--- src/rtl/fma_arbiter.sv ---
// fma_arbiter: round-robin front end sharing one fp_fma pipeline among
// `requesters` clients. Requests are tagged {seq, client} in the FMA id,
// results are steered back by that id, and per-client credits bound how
// much of the pipeline one client can occupy.
// Optional build macro FMA_ARB_STATS_EN adds grant and issue-stall counters.

module fma_arbiter #(
  parameter int requesters      = 4,
  parameter int ibits           = 12,
  parameter int fbits           = 20,
  parameter int id_bits         = 8,
  parameter int max_outstanding = 4
) (
  input  logic                                     clock,
  input  logic                                     reset,
  input  logic [requesters-1:0]                    req_valid,
  output logic [requesters-1:0]                    req_ready,
  input  logic [requesters*(ibits+fbits)-1:0]      req_a,
  input  logic [requesters*(ibits+fbits)-1:0]      req_b,
  input  logic [requesters*2*(ibits+fbits)-1:0]    req_c,
  output logic [requesters-1:0]                    rsp_valid,
  input  logic [requesters-1:0]                    rsp_ack,
  output logic [2*(ibits+fbits):0]                 rsp_r,
  output logic [id_bits-$clog2(requesters)-1:0]    rsp_seq,
  output logic [ibits+fbits-1:0]                   fma_a,
  output logic [ibits+fbits-1:0]                   fma_b,
  output logic [2*(ibits+fbits)-1:0]               fma_c,
  output logic [id_bits-1:0]                       fma_iid,
  output logic                                     fma_ivalid,
  input  logic                                     fma_iready,
  input  logic [2*(ibits+fbits):0]                 fma_r,
  input  logic [id_bits-1:0]                       fma_oid,
  input  logic                                     fma_ovalid,
  output logic                                     fma_oack,
  output logic                                     orphan
`ifdef FMA_ARB_STATS_EN
  ,
  output logic [requesters*16-1:0]                 stat_grants,
  output logic [15:0]                              stat_stall
`endif
);

  localparam int W  = ibits + fbits;
  localparam int ix = $clog2(requesters);
  localparam int sw = id_bits - ix;
  localparam int cw = $clog2(max_outstanding + 1);

  // issue entry
  logic                 ent_valid;
  logic [W-1:0]         ent_a;
  logic [W-1:0]         ent_b;
  logic [2*W-1:0]       ent_c;
  logic [id_bits-1:0]   ent_iid;

  // per-client bookkeeping
  logic [requesters-1:0][cw-1:0] outstanding;
  logic [requesters-1:0][sw-1:0] seq;
  logic [ix-1:0]                 rr_ptr;

  // combinational arbitration / steering
  logic                  entry_free;
  logic [requesters-1:0] eligible;
  logic [requesters-1:0] grant;
  logic [requesters-1:0] done;
  logic [ix-1:0]         gidx;
  logic [ix-1:0]         rr_next;
  logic                  found;
  int                    cand;
  logic                  accept;
  logic [W-1:0]          sel_a;
  logic [W-1:0]          sel_b;
  logic [2*W-1:0]        sel_c;
  logic                  rsp_hit;
  logic                  drop;

  assign fma_a      = ent_a;
  assign fma_b      = ent_b;
  assign fma_c      = ent_c;
  assign fma_iid    = ent_iid;
  assign fma_ivalid = ent_valid;

  assign rsp_r   = fma_r;
  assign rsp_seq = fma_oid[id_bits-1:ix];

  // A client may issue only while it has credit and the entry can take a new op;
  // nothing is accepted while reset is held.
  always_comb begin
    entry_free = !ent_valid || fma_iready;
    eligible   = '0;
    for (int i = 0; i < requesters; i++) begin
      eligible[i] = reset && req_valid[i] &&
                    (outstanding[i] < cw'(max_outstanding)) && entry_free;
    end
  end

  // Round-robin search: first eligible client at or after rr_ptr, wrapping.
  always_comb begin
    grant = '0;
    gidx  = '0;
    found = 1'b0;
    cand  = 0;
    for (int o = 0; o < requesters; o++) begin
      cand = int'(rr_ptr) + o;
      if (cand >= requesters) cand = cand - requesters;
      if (!found && eligible[cand]) begin
        found       = 1'b1;
        grant[cand] = 1'b1;
        gidx        = ix'(cand);
      end
    end
    accept    = found;
    req_ready = grant;
    rr_next   = (gidx == ix'(requesters - 1)) ? '0 : gidx + ix'(1);
  end

  // Select the granted client's operands for the issue entry.
  always_comb begin
    sel_a = '0;
    sel_b = '0;
    sel_c = '0;
    for (int i = 0; i < requesters; i++) begin
      if (grant[i]) begin
        sel_a = req_a[i*W +: W];
        sel_b = req_b[i*W +: W];
        sel_c = req_c[i*2*W +: 2*W];
      end
    end
  end

  // Steer the FMA result by its id; results for clients without credit
  // (or with an out-of-range index) are orphans and are drained unconditionally.
  always_comb begin
    rsp_valid = '0;
    for (int i = 0; i < requesters; i++) begin
      if (fma_ovalid && (fma_oid[ix-1:0] == ix'(i)) && (outstanding[i] != '0)) begin
        rsp_valid[i] = 1'b1;
      end
    end
    rsp_hit  = |rsp_valid;
    done     = rsp_valid & rsp_ack;
    fma_oack = rsp_hit ? |done : 1'b1;
    drop     = fma_ovalid && !rsp_hit;
  end

  // Issue entry: load on accept, empty when the FMA takes it, otherwise hold.
  always_ff @(posedge clock or negedge reset) begin
    if (!reset) begin
      ent_valid <= 1'b0;
      ent_a     <= '0;
      ent_b     <= '0;
      ent_c     <= '0;
      ent_iid   <= '0;
    end else if (accept) begin
      ent_valid <= 1'b1;
      ent_a     <= sel_a;
      ent_b     <= sel_b;
      ent_c     <= sel_c;
      ent_iid   <= {seq[gidx], gidx};
    end else if (fma_iready) begin
      ent_valid <= 1'b0;
    end
  end

  // Credits: +1 on accept, -1 on response handshake, unchanged when both.
  always_ff @(posedge clock or negedge reset) begin
    if (!reset) begin
      outstanding <= '0;
    end else begin
      for (int i = 0; i < requesters; i++) begin
        if (grant[i] && !done[i]) begin
          outstanding[i] <= outstanding[i] + cw'(1);
        end else if (!grant[i] && done[i]) begin
          outstanding[i] <= outstanding[i] - cw'(1);
        end
      end
    end
  end

  // Per-client sequence numbers and the round-robin pointer advance on accept.
  always_ff @(posedge clock or negedge reset) begin
    if (!reset) begin
      seq    <= '0;
      rr_ptr <= '0;
    end else if (accept) begin
      seq[gidx] <= seq[gidx] + sw'(1);
      rr_ptr    <= rr_next;
    end
  end

  // Sticky flag for results that arrived with no client waiting for them.
  always_ff @(posedge clock or negedge reset) begin
    if (!reset) begin
      orphan <= 1'b0;
    end else if (drop) begin
      orphan <= 1'b1;
    end
  end

`ifdef FMA_ARB_STATS_EN
  // Saturating per-client grant counters and issue-stall cycle counter.
  always_ff @(posedge clock or negedge reset) begin
    if (!reset) begin
      stat_grants <= '0;
      stat_stall  <= '0;
    end else begin
      for (int i = 0; i < requesters; i++) begin
        if (grant[i] && (stat_grants[i*16 +: 16] != 16'hFFFF)) begin
          stat_grants[i*16 +: 16] <= stat_grants[i*16 +: 16] + 16'd1;
        end
      end
      if (ent_valid && !fma_iready && (stat_stall != 16'hFFFF)) begin
        stat_stall <= stat_stall + 16'd1;
      end
    end
  end
`else
`endif

endmodule

--- config.mk ---
export PLATFORM = sky130hd
export DESIGN_NAME = fma_arbiter
export DESIGN_NICKNAME = d
export VERILOG_FILES = /design/src/rtl/fma_arbiter.sv
export SDC_FILE = /design/constraint.sdc
export NUM_CORES = 1
export LEC_CHECK = 0
export ABC_AREA = 1
export CORE_AREA = 10 10 312 314
export DETAILED_ROUTE_END_ITERATION = 7
export DIE_AREA = 0 0 322 324
export DONT_BUFFER_PORTS = 1
export HOLD_SLACK_MARGIN = 0.12
export PLACE_DENSITY_LB_ADDON = 0.05
export REMOVE_ABC_BUFFERS = 1
export SETUP_SLACK_MARGIN = 0.1
export SLEW_MARGIN = 5
export SYNTH_ARGS = -nofsm -noshare
export SYNTH_HDL_FRONTEND = slang
export SYNTH_SLANG_ARGS = --single-unit
--- constraint.sdc ---
create_clock -name clock -period 3.43 [get_ports clock]
set_clock_uncertainty 0.1 [all_clocks]
set_input_delay 0.8575 -clock clock [delete_from_list [all_inputs] [get_ports clock]]
set_output_delay 0.8575 -clock clock [all_outputs]
set_load 0.03 [all_outputs]
* Yosys cells after proc, flatten, opt, wreduce, memory -nomap -nowiden
Cells that the tools add are included.
** Storage, ports and cells
- Flip-flop bits (word level) :: 176
- Input port bits :: 597
- Output and inout bits :: 218
- Word-level logic and storage cells :: 190
** Cells by class
- Add/subtract/negate cells :: 17
- Magnitude comparators :: 18
- Equality and inequality tests :: 4
- Multiplexer cells :: 69
- Bitwise gates (word level) :: 4
- Reduce and logical (&&, ||, !) cells :: 63
** Operators by type and width (number)
- two-way mux 32 bit :: 12
- two-way mux 64 bit :: 4
- greater-or-equal comparator 32 x 1 -> 1 bit (second input constant) :: 4
- < comparator 32 x 4 -> 1 bit (second input constant) :: 4
- logical AND 1 bit :: 37
- bitwise mux 24 bit :: 1
- two-way mux 3 bit :: 8
- two-way mux 1 bit :: 23
- two-way mux 4 bit :: 4
- logical NOT 1 bit :: 13
- adder 3 x 1 -> 3 bit (second input constant) :: 4
- binary-select mux 6 bit (select 2 bit) :: 1
- demux 6 bit (select 2 bit) :: 1
- < comparator 3 bit (second input constant) :: 4
- two-way mux 6 bit :: 2
- bitwise OR 4 bit :: 3
- nonzero test 3 bit :: 4
- subtractor 3 x 1 -> 3 bit (second input constant) :: 4
- subtractor 3 x 3 -> 4 bit (second input constant) :: 3
- two-way mux 2 bit :: 5
- nonzero test 2 bit :: 5
- greater-or-equal comparator 3 bit (second input constant) :: 3
- binary-select mux 1 bit (select 2 bit) :: 4
- demux 1 bit (select 2 bit) :: 4
- 14 further kinds :: 18

* Logic depth before layout (Yosys ltp)
Gate-level depths: netlist of run 1.
- Depth after elaboration :: 21
- Mapped depth :: 18
- Gate-level depth less buffers :: 18

* Worst setup path before layout of run 1
OpenSTA, ideal clock, no wires.
- Path kind :: input port to flip-flop
- Start :: input fma_iready
- End :: register outstanding[8] in the netlist's numbering
- Library setup time :: 0.124 ns
- Data arrival time :: 3.326 ns
- Required time :: 3.206 ns
- Path slack :: -0.120 ns
- Cell stages on the path :: 17
- Buffers on the path :: 1
- Cells stage by stage :: clkinv_1 -> nand2_2 -> nand3_1 -> nand2_2 -> nand2_1 -> nand2_1 -> nand2_1 -> o21ai_0 -> a21oi_1 -> o21ai_2 -> clkbuf_1 -> ha_1 -> inv_1 -> fa_1 -> a21oi_1 -> o21ai_0 -> xnor2_1
** Between the ends
- Cells in the longest elaborated chain, start to end :: 18
- Elaborated cells on any way between the ends :: 38
- Classes of those cells :: 20 x mux; 3 x bitwise; 15 x reduce/logical
** Ends and longest elaborated chain
- start, declared :: line 30 : input logic fma_iready,
- logical OR 1 bit (*) :: line 88 : entry_free = !ent_valid || fma_iready;
- logical AND 1 bit :: line 92 : (outstanding[i] < cw'(max_outstanding)) && entry_free;
- binary-select mux 1 bit (select 2 bit) :: line 105 : if (!found && eligible[cand]) begin
- two-way mux 1 bit (not written as such) (2 in series) :: line 105
- two-way mux 1 bit :: line 105
- logical NOT 1 bit :: line 105
- logical AND 1 bit :: line 105
- two-way mux 1 bit :: line 105
- [... 2 more ...]
- two-way mux 1 bit :: line 105
- logical NOT 1 bit :: line 105
- logical AND 1 bit :: line 105
- two-way mux 4 bit (*) :: line 105
- via req_ready[2] :: line 17 : output logic [requesters-1:0] req_ready,
- logical NOT 1 bit :: line 172 : end else if (!grant[i] && done[i]) begin
- logical AND 1 bit :: line 172
- nonzero test 2 bit (no line)
- end signal, assigned by index :: line 171 : outstanding[i] <= outstanding[i] + cw'(1);
- end signal, assigned by index :: line 173 : outstanding[i] <= outstanding[i] - cw'(1);
- end, declared :: line 56 : logic [requesters-1:0][cw-1:0] outstanding;
Mark *: on every way through the listed nets, which the timed path passes. The rest lies on a longest branch. The select of a mux whose other input is x is not followed.
A chain may end at the register's enable or synchronous reset.

* Worst setup path after layout of run 1
- Start :: input fma_iready
- End :: output req_ready[3]
** Between the ends
- Cells in the longest elaborated chain, start to end :: 15
- Elaborated cells on any way between the ends :: 33
- Classes of those cells :: 19 x mux; 3 x bitwise; 11 x reduce/logical
** Ends and longest elaborated chain (line)
- logical OR 1 bit (*) :: 88
- logical AND 1 bit :: 92
- binary-select mux 1 bit (select 2 bit) :: 105
- two-way mux 1 bit (not written as such) (2 in series) :: 105
- two-way mux 1 bit :: 105
- logical NOT 1 bit :: 105
- logical AND 1 bit :: 105
- two-way mux 1 bit :: 105
- logical NOT 1 bit :: 105
- logical AND 1 bit :: 105
- two-way mux 1 bit :: 105
- logical NOT 1 bit :: 105
- logical AND 1 bit :: 105
- two-way mux 4 bit (*) :: 105
- end, declared :: 17
Mark *: on every way between the ends. The rest lies on a longest branch, timed or not. The select of a mux whose other input is x is not followed.

==> flow_summary.ini, run 1 <==
[outcome]
status = finished, violations left
violations = hold timing

[route]
drc = 0
dr.pass1.iters = 5
via_per_inst = 4.11
vias = 11300
drtAntennaViolNets = 0
wl_per_cell_um = 31.1
wl_um = 85000
drtIter0Drc = 561

[clock_network]
htree_levels = 4
clockBufferDepth = 2
clk_latency_ns = 0.50
cts_buffers = 17
clockRootBuffer = clkbuf_16
cts_tree = yes
numClockSinks = 176
cts.clk_slew.worst_paths_ns = 0.08

[critical_path]
crit_arrival_ns = 2.29
critPathKind = in -> out
end_kind = output pin
cp.required_ns = 2.47
r2r_slack_ns = 0.28
cp_max_fo = 9
cp-start-kind = primary input

[sta]
max_freq_mhz = 308
setup_viol = 0
slew_headroom = 0.606
rsz0062_at_grt = yes
slew_violations = 0
final.min_clock_period_ns = 3.25
whs_ns = -0.0526
finalHoldViolCount = 75
post-route-period-util = 0.947
tightest_slew_ns = 0.591

[global_routing]
grt.met1_usage = 0.154
use_met3 = 0.130
antenna_found_initial = 11
overflow = 0
grt_max_degree = 181
grt_use_met2 = 0.251
globalRouteTotalUtil = 0.157
grt_pass1_wl_um = 111000
grt_pass1_vias = 12300
top_usage_layer = met2

[synth]
syn_area_mm2 = 0.0116
synth_flop_cell = dfrtp_1
synth_top_family_by_area = simple AND/OR/NAND/NOR gates
syn_inst = 1573
ys_seq_area_frac = 0.380
synth_simple_gate_area_frac = 0.309
ys_warn_count = 0
synth_seq_cells = 176
synth_mux_area_frac = 0.00389
synth_fa_ha_area_frac = 0.0242
avgSynthCellArea_um2 = 7.36
synth_edf_count = 0
synth-compound-area-share = 0.166
async_flop_share = 1.00
synth_xor_area_frac = 0.00681
synth.distinct_cells = 41

[power]
finalPower_w = 0.0191
ir_drop_mv = 0.630
p_leak_nw = 6.17
power.density_mw_per_mm2 = 1370

[placement]
gp_congestion = 0.752
dp_hpwl_um = 66100
port_buffers = 0
place_inst = 2677

[floorplanning]
dieHeight_um = 324
die_w_um = 322
ios = 815
core-area_mm2 = 0.0911
dieArea_mm2 = 0.104
initial_utilization = 0.127
rows = 111

[min_path]
hold_path.class = in -> async

[finish]
fillers = 10500
finalNetCount = 2152
seq_area_mm2 = 0.00440
layoutNonFillerInstCount = 2736
multiInputGateArea_mm2 = 0.00606
drive_above_1_share = 0.145
syn2layout_area_growth_pct = 21.0

[job]
cap_violations = 0
## synthesized netlist by cell type, drive strengths merged, types with 3 or more instances
| cell type | instances | area (µm²) |
|---|---|---|
| fa | 4 | 80.1 |
| inv | 48 | 180 |
| nand3 | 182 | 988 |
| dfrtp | 176 | 4400 |
| o21ai | 30 | 173 |
| nor2 | 18 | 116 |
| mux2 | 4 | 45.0 |
| a21oi | 137 | 686 |
| xnor2 | 8 | 70.1 |
| o211ai | 131 | 983 |
| ha | 16 | 200 |
| nor3 | 3 | 15.0 |
| clkbuf | 31 | 116 |
| nand2 | 625 | 2400 |
| buf | 144 | 977 |
| nand3b | 3 | 22.5 |
| a31oi | 3 | 18.8 |
## what timing repair did
| action | in CTS | in global routing |
|---|---|---|
| endpoints found under the setup margin | 4 | 94 |
| gates resized for setup | 15 | 22 |
| cloned | 7 | 1 |
| setup buffers | 11 | 6 |
| endpoints found under the hold margin | 176 | 176 |
| pin swaps | 7 | 10 |
## layout make-up
cell class,count,area share
Inverter,49,0.0137
Clock buffer,20,0.0326
Sequential cell,176,0.314
Clock inverter,12,0.00616
Timing Repair Buffer,118,0.0943
Antenna cell,2,0.000357
Tap cell,1186,0.106
Multi-Input combinational cell,1173,0.433
## metrics by stage
stage	setup slack (ns)	area, µm²	utilization	setup TNS [ns]	hold slack (ns)
2_1_floorplan	-4.46	10500	-	-712.06	0.340
3_3_place_gp	-0.121	12900	0.142	-0.455	0.365
3_5_place_dp	-0.135	12900	0.142	-0.521	0.367
4_1_cts	0.0542	13800	0.152	0	-0.103
5_1_grt	0.0473	14000	0.154	0	-0.100
6_report	0.183	14000	0.154	0	-0.0526
## registers in the layout, indices dropped and copies added, names as in the netlist
| signal | count |
|---|---|
| seq | 24 |
| fma_b | 32 |
| fma_c | 64 |
| fma_ivalid | 1 |
| fma_iid | 8 |
| fma_a | 32 |
| outstanding | 12 |
| orphan | 1 |
| rr_ptr | 2 |
## report_power, final
part / total (W) / switching, W / internal (W)
clock network: 0.00200 / 0.00103 / 0.000966
logic: 0.0117 / 0.00723 / 0.00447
registers: 0.00544 / 0.00231 / 0.00313
total: 0.0191 / 0.0106 / 0.00857
## layer usage
metal	up-vias	share of wire	routed length [µm]
met5	-	0.011	927
met4	16	0.0097	826
met3	60	0.17	14100
met2	620	0.46	39400
met1	5434	0.35	29700
li1	5124	-	-
## worst max-delay path: stages
cell and delay (ns):
clkinv_1 0.07, nand2_4 0.17, nand3_2 0.13, nand3_2 0.11
nand2_4 0.08, nand3_2 0.10, inv_2 0.04, buf_4 0.14
a221oi_4 0.25, o21ai_4 0.11, buf_12 0.17
## path summary, 6_finish.rpt
check,start,end,cells after the start
hold reg to reg,seq[5],seq[5],2
hold / removal,reset,outstanding[9],0
min in group clock,req_c[242],fma_c[50],2
setup reg to reg,fma_ivalid,outstanding[5],16
max in group asynchronous,reset,fma_b[25],0
setup / recovery,fma_iready,req_ready[3],11
## cells by family after synthesis
family | after synthesis
buf+inv | 224
mux | 4
flops | 176
compound gates | 306
fa+ha+maj | 20
xor+xnor | 9
simple gates | 834
## cells in the final DEF, fill, tap and decap left out, drive strengths merged
cell type  netlist  layout
o21bai           1       1
nor3             3       3
bufbuf           0       7
a21o             1       1
a221oi           1       1
o22ai            1       1
nand2          625     625
clkinvlp         0       3
ha              16      16
o21ai           30      30
xnor2            8       8
o311ai           1       1
dfrtp          176     176
a21oi          137     137
nand3          182     182
a31oi            3       3
clkinv           1       8
nor4             1       1
xor2             1       1
fa               4       4
clkbuf          31      21
o211ai         131     131
buf            144     110
nor3b            1       1
diode            0       2
nand3b           3       3
mux2             4       4
nor2            18      18
inv             48      50
nand4            1       1
Power figures use the tool's default switching activity.
==> run 2, diff against run 1 <==
- CTS_CLUSTER_DIAMETER: default -> 30
- CTS_CLUSTER_SIZE: default -> 8
==> results of run 2 <==
Final layout, timing and power as in run 1 (identical DEF).
